===== src/rtl/sd_cmd_framer.sv =====
// sd_cmd_framer: builds a 6-byte SD SPI-mode command, shifts it out on SPI mode 0 and captures the R1 reply.
// Define SD_CRC7_EN to compute the real CRC7; otherwise the CRC byte is the constant 0x95.
module sd_cmd_framer #(
  parameter int CLK_DIV   = 4,
  parameter int RESP_WAIT = 8
) (
  input  logic        clk,
  input  logic        rst,
  input  logic        start,
  input  logic [5:0]  cmd_idx,
  input  logic [31:0] cmd_arg,
  output logic        busy,
  output logic        done,
  output logic [7:0]  resp,
  output logic        timeout,
  output logic        sclk,
  output logic        mosi,
  input  logic        miso,
  output logic        cs_n
);
  // state  | meaning
  // IDLE   | cs_n high, waiting for start
  // SEND   | shifting the 48 command bits out on mosi
  // WAIT   | clocking with mosi high, looking for the R1 start bit
  // RECV   | collecting the remaining seven R1 bits
  // FINISH | one-cycle done pulse, then release cs_n

  localparam int DIV_W    = (CLK_DIV > 1) ? $clog2(CLK_DIV) : 1;
  localparam int WIN_BITS = 8 * RESP_WAIT;
  localparam int WIN_W    = $clog2(WIN_BITS);
  localparam logic [DIV_W-1:0] DIV_LAST = DIV_W'(CLK_DIV - 1);
  localparam logic [WIN_W-1:0] WIN_LAST = WIN_W'(WIN_BITS - 1);

  typedef enum logic [2:0] {
    S_IDLE,
    S_SEND,
    S_WAIT,
    S_RECV,
    S_FINISH
  } state_t;

  state_t state, state_nxt;

  logic [DIV_W-1:0] div_cnt, div_cnt_nxt;
  logic [5:0]       bit_idx, bit_idx_nxt;
  logic [WIN_W-1:0] win_cnt, win_cnt_nxt;
  logic [2:0]       rx_cnt, rx_cnt_nxt;
  logic [47:0]      pkt, pkt_nxt;
  logic [7:0]       rx_sh, rx_sh_nxt;
  logic [7:0]       resp_nxt;
  logic             timeout_nxt;
  logic             sclk_nxt;
  logic             cs_n_nxt;
  logic             busy_nxt;

  logic [7:0]       crc_byte;
  logic [47:0]      pkt_load;
  logic             tick, rise, fall;

`ifdef SD_CRC7_EN
  // CRC7 (x^7 + x^3 + 1, init 0) over the command byte and argument, MSB first
  function automatic logic [6:0] crc7(input logic [39:0] data);
    logic [6:0] c;
    logic       fb;
    c = '0;
    for (int i = 39; i >= 0; i--) begin
      fb = data[i] ^ c[6];
      c  = {c[5:0], 1'b0};
      if (fb) begin
        c = c ^ 7'h09;
      end
    end
    return c;
  endfunction

  assign crc_byte = {crc7({2'b01, cmd_idx, cmd_arg}), 1'b1};
`else
  assign crc_byte = 8'h95;
`endif

  assign pkt_load = {2'b01, cmd_idx, cmd_arg, crc_byte};

  // pkt refills with ones as it shifts, so mosi idles high without a separate register
  assign mosi = pkt[47];

  assign tick = (div_cnt == DIV_LAST);
  assign rise = tick && !sclk;
  assign fall = tick && sclk;

  always_ff @(posedge clk) begin
    if (rst) begin
      state <= S_IDLE;
    end else begin
      state <= state_nxt;
    end
  end

  always_comb begin
    state_nxt   = state;
    div_cnt_nxt = div_cnt;
    bit_idx_nxt = bit_idx;
    win_cnt_nxt = win_cnt;
    rx_cnt_nxt  = rx_cnt;
    pkt_nxt     = pkt;
    rx_sh_nxt   = rx_sh;
    resp_nxt    = resp;
    timeout_nxt = timeout;
    sclk_nxt    = sclk;
    cs_n_nxt    = cs_n;
    busy_nxt    = busy;
    done        = 1'b0;

    if (state == S_SEND || state == S_WAIT || state == S_RECV) begin
      div_cnt_nxt = tick ? '0 : div_cnt + DIV_W'(1);
      if (tick) begin
        sclk_nxt = ~sclk;
      end
    end

    case (state)
      S_IDLE: begin
        if (start) begin
          state_nxt   = S_SEND;
          pkt_nxt     = pkt_load;
          div_cnt_nxt = '0;
          bit_idx_nxt = '0;
          sclk_nxt    = 1'b0;
          cs_n_nxt    = 1'b0;
          busy_nxt    = 1'b1;
          timeout_nxt = 1'b0;
        end
      end

      S_SEND: begin
        if (fall) begin
          pkt_nxt = {pkt[46:0], 1'b1};
          if (bit_idx == 6'd47) begin
            state_nxt   = S_WAIT;
            win_cnt_nxt = WIN_LAST;
          end else begin
            bit_idx_nxt = bit_idx + 6'd1;
          end
        end
      end

      S_WAIT: begin
        if (rise && !miso) begin
          // first zero anywhere in the window is R1 bit 7
          state_nxt  = S_RECV;
          rx_sh_nxt  = {rx_sh[6:0], 1'b0};
          rx_cnt_nxt = 3'd1;
        end else if (fall) begin
          if (win_cnt == '0) begin
            state_nxt   = S_FINISH;
            resp_nxt    = 8'hFF;
            timeout_nxt = 1'b1;
          end else begin
            win_cnt_nxt = win_cnt - WIN_W'(1);
          end
        end
      end

      S_RECV: begin
        if (rise) begin
          rx_sh_nxt  = {rx_sh[6:0], miso};
          rx_cnt_nxt = rx_cnt + 3'd1;
        end else if (fall && rx_cnt == 3'd0) begin
          // rx_cnt wraps to 0 once all eight bits are in
          state_nxt = S_FINISH;
          resp_nxt  = rx_sh;
        end
      end

      S_FINISH: begin
        done        = 1'b1;
        state_nxt   = S_IDLE;
        cs_n_nxt    = 1'b1;
        busy_nxt    = 1'b0;
        div_cnt_nxt = '0;
        sclk_nxt    = 1'b0;
      end

      default: begin
        state_nxt = S_IDLE;
      end
    endcase
  end

  always_ff @(posedge clk) begin
    if (rst) begin
      div_cnt <= '0;
      bit_idx <= '0;
      win_cnt <= '0;
      rx_cnt  <= '0;
      pkt     <= '1;
      rx_sh   <= '1;
      resp    <= 8'hFF;
      timeout <= 1'b0;
      sclk    <= 1'b0;
      cs_n    <= 1'b1;
      busy    <= 1'b0;
    end else begin
      div_cnt <= div_cnt_nxt;
      bit_idx <= bit_idx_nxt;
      win_cnt <= win_cnt_nxt;
      rx_cnt  <= rx_cnt_nxt;
      pkt     <= pkt_nxt;
      rx_sh   <= rx_sh_nxt;
      resp    <= resp_nxt;
      timeout <= timeout_nxt;
      sclk    <= sclk_nxt;
      cs_n    <= cs_n_nxt;
      busy    <= busy_nxt;
    end
  end

endmodule


===== config.mk =====
export PLATFORM = sky130hd
export DESIGN_NAME = sd_cmd_framer
export DESIGN_NICKNAME = d
export VERILOG_FILES = /design/src/rtl/sd_cmd_framer.sv
export SDC_FILE = /design/constraint.sdc
export NUM_CORES = 1
export LEC_CHECK = 0
export BUFFER_PORTS_ARGS = -buffer_cell sky130_fd_sc_hd__buf_2
export CORE_UTILIZATION = 49
export DETAILED_ROUTE_END_ITERATION = 8
export PLACE_DENSITY_LB_ADDON = 0.08
export REMOVE_ABC_BUFFERS = 1
export SLEW_MARGIN = 25
export SYNTH_ARGS = -nofsm -noshare
export SYNTH_HDL_FRONTEND = slang
export SYNTH_SLANG_ARGS = --single-unit

===== constraint.sdc =====
create_clock -name clk -period 3.4 [get_ports clk]
set_input_delay 0.68 -clock clk [delete_from_list [all_inputs] [get_ports clk]]
set_output_delay 0.68 -clock clk [all_outputs]
set_load 0.02 [all_outputs]

Word-level counts from Yosys, hierarchy flattened
Index checks and enable logic that the tools add are counted.
{"block": "op_classes", "addsub": 4, "n_reduce_logical": 24, "muxes": 51, "bitwise_logic": 1, "n_eq_ne": 20}
{"op": "2-to-1 mux 48 bit", "n": 2}
{"op": "case mux 48 bit (2 select lines)", "n": 1}
{"op": "2-to-1 mux 8 bit", "n": 7}
{"op": "2-to-1 mux 6 bit", "n": 8}
{"op": "case mux 8 bit (2 select lines)", "n": 2}
{"op": "2-to-1 mux 3 bit", "n": 10}
{"op": "case mux 6 bit (2 select lines)", "n": 2}
{"op": "!= test 2 bit (second input constant)", "n": 8}
{"op": "case mux 3 bit (4 select lines)", "n": 1}
{"op": "AND reduction 6 bit", "n": 2}
{"op": "nonzero test 2 bit", "n": 5}
{"op": "2-to-1 mux 1 bit", "n": 9}
{"op": "!= test 2 x 1 -> 1 bit (second input constant)", "n": 4}
{"op": "case mux 1 bit (2 select lines)", "n": 4}
{"op": "AND reduction 7 bit", "n": 1}
{"op": "adder 6 x 1 -> 6 bit (second input constant)", "n": 1}
{"op": "equality test 3 x 2 -> 1 bit (second input constant)", "n": 2}
{"op": "equality test 6 bit (second input constant)", "n": 1}
{"op": "logical NOT 3 bit", "n": 2}
{"op": "logical NOT 6 bit", "n": 1}
{"op": "2-to-1 mux 2 bit", "n": 3}
{"op": "case mux 3 bit (2 select lines)", "n": 1}
{"op": "AND reduction 3 bit", "n": 2}
{"op": "subtractor 6 x 1 -> 6 bit (second input constant)", "n": 1}
{"op": "other kinds (15)", "n": 20}
{"block": "word_totals", "ff_bits": 88, "out_inout_bits": 14}

Logic depth before layout (Yosys ltp)
Gate-level depths: netlist of run 1.
{"block": "depth", "word_depth": 6, "mapped_depth": 10, "mapped_depth_nobuf": 6}

Worst setup path before layout of run 1
Ideal clock, no wire load.
{"block": "synth_timing", "path_kind": "register to register", "startpoint": "register div_cnt[0]", "endpoint": "register pkt[10]", "n_path_buf": 4, "setup_time_ps": 120, "slack_ps": 1369, "stages_incl_launch_ff": 10, "arrival_ps": 1911, "path_cell_list": "dfxtp_1 ha_1 ha_1 buf_2 nor4bb_1 buf_4 nor2_2 buf_6 buf_2 a211o_1"}
{"block": "synth_between", "elab_chain_cells": 4}
{"element": "start, declared", "line_no": "44", "text": "logic [DIV_W-1:0] div_cnt, div_cnt_nxt;"}
{"element": "start signal, assigned", "line_no": "203", "text": "div_cnt <= div_cnt_nxt;"}
{"element": "equality test 2 bit", "line_no": "86", "text": "assign tick = (div_cnt == DIV_LAST);"}
{"element": "logical AND 1 bit", "line_no": "88", "text": "assign fall = tick && sclk;"}
{"element": "!= test 2 bit (no source line)"}
{"element": "AND reduction 3 bit (no source line)"}
{"element": "end signal, assigned", "line_no": "207", "text": "pkt <= pkt_nxt;"}
{"element": "end, declared", "line_no": "48", "text": "logic [47:0] pkt, pkt_nxt;"}
No other way between the ends.
A chain may end at the register's enable or synchronous reset.

Worst setup path in the final report of run 1
{"block": "layout_timing", "startpoint": "register div_cnt[0]", "endpoint": "register bit_idx[3]"}
{"block": "layout_between", "elab_chain_cells": 4}
{"element": "equality test 2 bit", "line_no": "86"}
{"element": "logical AND 1 bit", "line_no": "88"}
{"element": "!= test 2 bit (no source line)"}
{"element": "AND reduction 4 bit (no source line)"}
{"element": "end signal, assigned", "line_no": "204", "text": "bit_idx <= bit_idx_nxt;"}
{"element": "end, declared", "line_no": "45", "text": "logic [5:0] bit_idx, bit_idx_nxt;"}
No other way between the ends.

==> impl_metrics.tcl, run 1 <==
set metrics [dict create \
    status "finished, final reports clean" \
    drv_slew 0 \
    min_period_ns 2.54 \
    yosys.area_share.simple 0.162 \
    synth_top_cell_by_area "dfxtp_1" \
    io_buffers 55 \
    r2r-start "div_cnt[0]" \
    path_clk_slew_ns 0.08 \
    crit_buf_inv 1 \
    ant_nets 0 \
    cellLeakagePower_nw 1.76 \
    vias 3209 \
    layout_commonest_cell "dfxtp_1" \
    synth_area_per_cell_sq_um 9.61 \
    cts_resized 0 \
    dpl.hpwl_mm 5.16 \
    skew_ns 0.00987 \
    num_antenna_cells 0 \
    p_per_area_mw_per_mm2 523 \
    insertion_delay_ns 0.34 \
    ys_seq_area_frac 0.436 \
    arrival_ns 2.82 \
    crit_path_end_kind "register" \
    cts_tree "built" \
    wl_per_cell_um 14.0 \
    placementRows 32 \
    synth.area.mux_share 0.103 \
    slew_headroom 0.444 \
    track_usage 0.198 \
    viasPerCell 5.69 \
    hp-start "pkt[17]" \
    drt_pass1_iterations 4 \
    cts.sinks 87 \
    ys_ff_latch 87 \
    mostFrequentLayoutCells "dfxtp_1, buf_2, nor2_1" \
    drive_above_1_share 0.186 \
    cts_buffer_depth 2 \
    first_global_vias 3044 \
    root_buffer "clkbuf_8" \
    p_int_mw 1.75 \
    placed_cell_area_sq_mm 0.00432 \
    syn_area_sq_mm 0.00400 \
    numCtsBuffers 9 \
    cp_slowest_cell "ha_1" \
    peakVddDrop_mv 0.266 \
    overflow 0 \
    path_class "reg2reg" \
    start_kind "register" \
    crit_path_cell_trace "ha_1 -> ha_1 -> nor4bb_1 -> buf_4 -> nor2_4 -> or4_1 -> a21oi_1" \
    area.growth.synth_to_final_pct 13.8 \
    ios 56 \
    cp.required_ns 3.68 \
    gp_congestion 0.802 \
    clkPwrFrac 0.344 \
    reg2reg_slack_ns 0.86 \
    drt_iter0_markers 118 \
    max_stage_delay_ns 0.56 \
    core-area_sq_mm 0.00781 \
    grt_max_degree 81 \
    ys.flop_type "dfxtp_1" \
    postCtsSetupBuffers 0 \
    whs_endpoint "pkt[17]" \
    hold_viol_final 0 \
    switching_power_uw 629 \
    postRouteWirelength_mm 7.88 \
    synth_edf_count 0 \
    synth_top_area_share 0.436 \
    grt_pass1_wl_mm 13.7 \
    synth_compound_area_frac 0.223 \
    reg2reg_to "bit_idx[3]" \
    rsz0062_at_grt "false" \
    max_freq_mhz 394 \
    postCtsHoldBufs 0 \
    swShare 0.264 \
    async_flop_share 0 \
    pwr-share-comb 0.167 \
    htree_levels 3 \
    crit_path_frequent_cell "ha_1" \
    start_util 0.512 \
    yosysUniqueCellTypes 55 \
    hold_class "reg2reg" \
    worst_pin_slew_ns 0.832 \
    crit_family "simple AND/OR/NAND/NOR gates" \
    drc_errors 0 \
    synthCells 416 \
    drv_cap 0 \
    synth_xor_area_frac 0.00438 \
    fillers 718 \
    die_h_um 92.3 \
    reg2reg_depth 7 \
    period_share 0.747 \
    design_area_sq_mm 0.00455 \
    crit_path_start "div_cnt[0]" \
    path_max_fanout 18 \
    whs_path_depth 1 \
    synth_top_family_by_area "compound AO/OA/AOI/OAI gates" \
    fin_nets 507 \
    antenna_found_initial 0 \
    synth_area_leaders "dfxtp_1, mux2i_1, a211o_1, nor2_1, ha_1" \
    ys_warn_count 0 \
    synth_fa_ha_area_frac 0.0250 \
    holdWs_ns 0.465 \
    finalSetupViolCount 0 \
    die_w_um 92.3 \
    seqPwrFrac 0.489 \
    die_area_sq_mm 0.00852 \
]
-- worst max path at each step --
stage / end / cells after the start
CTS: bit_idx[3] / 7
finish: bit_idx[3] / 7
global placement: bit_idx[3] / 7
floorplan: win_cnt[0] / 4
detailed placement: bit_idx[3] / 7
global route: bit_idx[4] / 7
-- kinds of logic after synthesis --
group	Yosys count
buf+inv	41
compound gates	117
mux	41
xor+xnor	2
flops	87
simple gates	120
fa+ha+maj	8
-- state kept, by name, summed over array words and instances, names as in the netlist --
register / cells
cs_n: 1
state: 3
div_cnt: 2
sclk: 1
rx_cnt: 3
pkt: 47
resp: 8
bit_idx: 6
rx_sh: 8
win_cnt: 6
busy: 1
timeout: 1
-- worst reg2reg max path: cells and delay by family, from the launching register on --
family | cells | cell delay, ns
compound gates | 1 | 0.15
fa+ha+maj | 2 | 0.79
buf+inv | 1 | 0.21
flops | 1 | 0.39
simple gates | 3 | 0.95
-- synthesized netlist by cell type, drive strengths merged, types with 3 or more instances --
| master | instances |
|---|---|
| dfxtp | 87 |
| nor2 | 55 |
| a211o | 45 |
| mux2i | 41 |
| buf | 19 |
| a21oi | 18 |
| clkbuf | 11 |
| inv | 11 |
| nor2b | 11 |
| o21ai | 10 |
| nand2 | 9 |
| o22a | 9 |
| a211oi | 8 |
| ha | 8 |
| nand2b | 8 |
| nand3 | 5 |
| o22ai | 5 |
| a221o | 4 |
| nor3b | 4 |
| o21a | 4 |
| or4 | 4 |
| nand4 | 3 |
| nor3 | 3 |
| or2 | 3 |
-- power groups by stage --
stage / combinational (mW) / clock (mW) / sequential [mW]
2_1_floorplan: 0.300 / 0 / 1.18
3_3_place_gp: 0.395 / 0 / 1.18
3_5_place_dp: 0.402 / 0 / 1.19
4_1_cts: 0.403 / 0.847 / 1.16
5_1_grt: 0.445 / 0.891 / 1.18
6_report: 0.398 / 0.817 / 1.16
-- routing by layer --
layer,vias to the layer above,GRT usage,wire [um]
met5,-,0,0
met4,0,0.0560,88
li1,1615,-,-
met1,1522,0.244,3720
met2,66,0.331,3690
met3,6,0.0624,382
-- area by class of cell --
cell class	count	area (sq um)	share of cell area
tap	102	128	0.0281
clock buffer	12	155	0.0341
timing repair buffer	60	325	0.0715
clock inverter	4	76.3	0.0168
inverter	11	41.3	0.00908
sequential	87	1740	0.383
multi-input combinational	288	2080	0.458
-- metrics by stage --
step / utilization / instances / setup slack, ns / power, mW / TNS (ns)
3_5_place_dp: 0.553 / 548 / 0.891 / 1.59 / 0
4_1_cts: 0.583 / 564 / 0.853 / 2.41 / 0
6_report: 0.583 / 564 / 0.861 / 2.38 / 0
2_1_floorplan: - / 386 / -0.237 / 1.48 / -10.63
5_1_grt: 0.583 / 564 / 0.663 / 2.51 / 0
3_3_place_gp: 0.553 / 548 / 0.984 / 1.58 / 0
Note: power is estimated with default switching activity, not from simulation.
==> inputs of run 2 (changes only) <==
==> constraint.sdc (replaced) <==
create_clock -name clk -period 2.6 [get_ports clk]
set_input_delay 0.52 -clock clk [delete_from_list [all_inputs] [get_ports clk]]
set_output_delay 0.52 -clock clk [all_outputs]
set_load 0.02 [all_outputs]
==> impl_metrics.tcl, run 2 (synthesis results as in run 1) <==
set metrics [dict create \
    cts_tree "built" \
    hold_class "reg2reg" \
    area.growth.synth_to_final_pct 14.2 \
    wl_per_cell_um 13.8 \
    root_buffer "clkbuf_8" \
    grt_busiest_layer "met2" \
    ios 56 \
    crit_path_cell_trace "nor2_1 -> and2_1 -> buf_2" \
    drt_pass1_iterations 4 \
    period_share 0.844 \
    skew_ns 0.00682 \
    drv_slew 0 \
    postCtsSetupBuffers 0 \
    postRouteWirelength_mm 7.85 \
    top_register "pkt" \
    switching_power_uw 807 \
    hold_viol_final 0 \
    grt_util_met1 0.243 \
    mostFrequentLayoutCells "dfxtp_1, buf_2, nor2_1" \
    setup_ws_ns 0.404 \
    holdWs_ns 0.460 \
    insertion_delay_ns 0.35 \
    use_met3 0.0534 \
    vias 3153 \
    cts_buffer_depth 2 \
    cts.sinks 87 \
    path_class "reg2out" \
    placementRows 32 \
    largest_reg_flops 47 \
    reg_top3 "pkt (47), resp (8), rx_sh (8)" \
    max_stage_delay_ns 0.70 \
    track_usage 0.195 \
    arrival_ns 1.68 \
    path_max_fanout 16 \
    drt_iter0_markers 108 \
    cellLeakagePower_nw 1.77 \
    ant_nets 0 \
    overflow 0 \
    crit_path_start "state[1]" \
    cts_resized 0 \
    p_int_mw 2.14 \
    seqPwrFrac 0.515 \
    drv_cap 0 \
    numCtsBuffers 9 \
    antenna_found_initial 0 \
    p_per_area_mw_per_mm2 645 \
    r2r-start "div_cnt[0]" \
    drive_above_1_share 0.193 \
    slew_headroom 0.567 \
    fin_nets 513 \
    max_freq_mhz 455 \
    hp-start "rx_sh[7]" \
    viasPerCell 5.54 \
    finalSetupViolCount 0 \
    place_ws_ns 0.533 \
    layout_commonest_cell "dfxtp_1" \
    num_antenna_cells 0 \
    worst_pin_slew_ns 0.649 \
    gp_congestion 0.784 \
    status "finished, final reports clean" \
    cp.required_ns 2.08 \
    grt_max_degree 71 \
    path_clk_slew_ns 0.08 \
    rsz0062_at_grt "false" \
    clkPwrFrac 0.302 \
    finalPower_mw 2.95 \
    start_util 0.512 \
    pwr-share-comb 0.183 \
    die_h_um 92.3 \
    grt_pass1_wl_mm 13.4 \
    met2_usage 0.326 \
    start_kind "register" \
    core-area_sq_mm 0.00781 \
    die_w_um 92.3 \
    crit_path_end_kind "output pin" \
    dpl.hpwl_mm 5.18 \
    swShare 0.274 \
    htree_levels 3 \
    peakVddDrop_mv 0.354 \
    postCtsHoldBufs 0 \
    drc_errors 0 \
    crit_buf_inv 1 \
    fin_util 0.585 \
    crit_family "flip-flops" \
    tns_ns 0 \
    first_global_vias 2953 \
    io_buffers 55 \
    die_area_sq_mm 0.00852 \
    cp_slowest_cell "dfxtp_1" \
    min_period_ns 2.20 \
]
==> run 2: routing by layer <==
metal	wire [um]	up-vias
li1	-	1627
met1	3740	1466
met2	3710	53
met3	327	7
met4	73	0
met5	0	-
==> run 2: per-stage QoR <==
step / cells / cell area (sq um)
global placement: 554 / 4390
finish: 569 / 4570
floorplan: 386 / 3850
CTS: 569 / 4570
global route: 569 / 4570
detailed placement: 554 / 4390
==> run 2: area by class of cell <==
cell class	instances	area [sq um]
sequential	87	1740
inverter	11	41.3
timing repair buffer	66	395
multi-input combinational	288	2080
fill	731	3240
tap	102	128
clock inverter	4	47.5
clock buffer	11	131
==> run 2: power groups by stage <==
| stage | sequential, mW | combinational, mW | clock [mW] |
|---|---|---|---|
| after global placement | 1.55 | 0.534 | 0 |
| final | 1.52 | 0.539 | 0.890 |
| after floorplan | 1.54 | 0.393 | 0 |
| after global routing | 1.53 | 0.601 | 0.968 |
| after CTS | 1.52 | 0.545 | 0.928 |
| after detailed placement | 1.55 | 0.543 | 0 |
==> run 2: worst register-to-register path, stage by stage, from the launching register on <==
cell	delay [ns]
dfxtp_1	0.38
ha_1	0.22
ha_1	0.18
nor4bb_1	0.30
buf_4	0.22
nor2_4	0.08
or4_1	0.52
a21oi_1	0.15
==> run 2: worst paths after layout <==
check	to	slack, ns	depth (start not counted)
max reg2reg	bit_idx[4]	0.49	7
min reg2reg	resp[7]	0.46	1
min	resp[7]	0.46	1
max	done	0.40	3
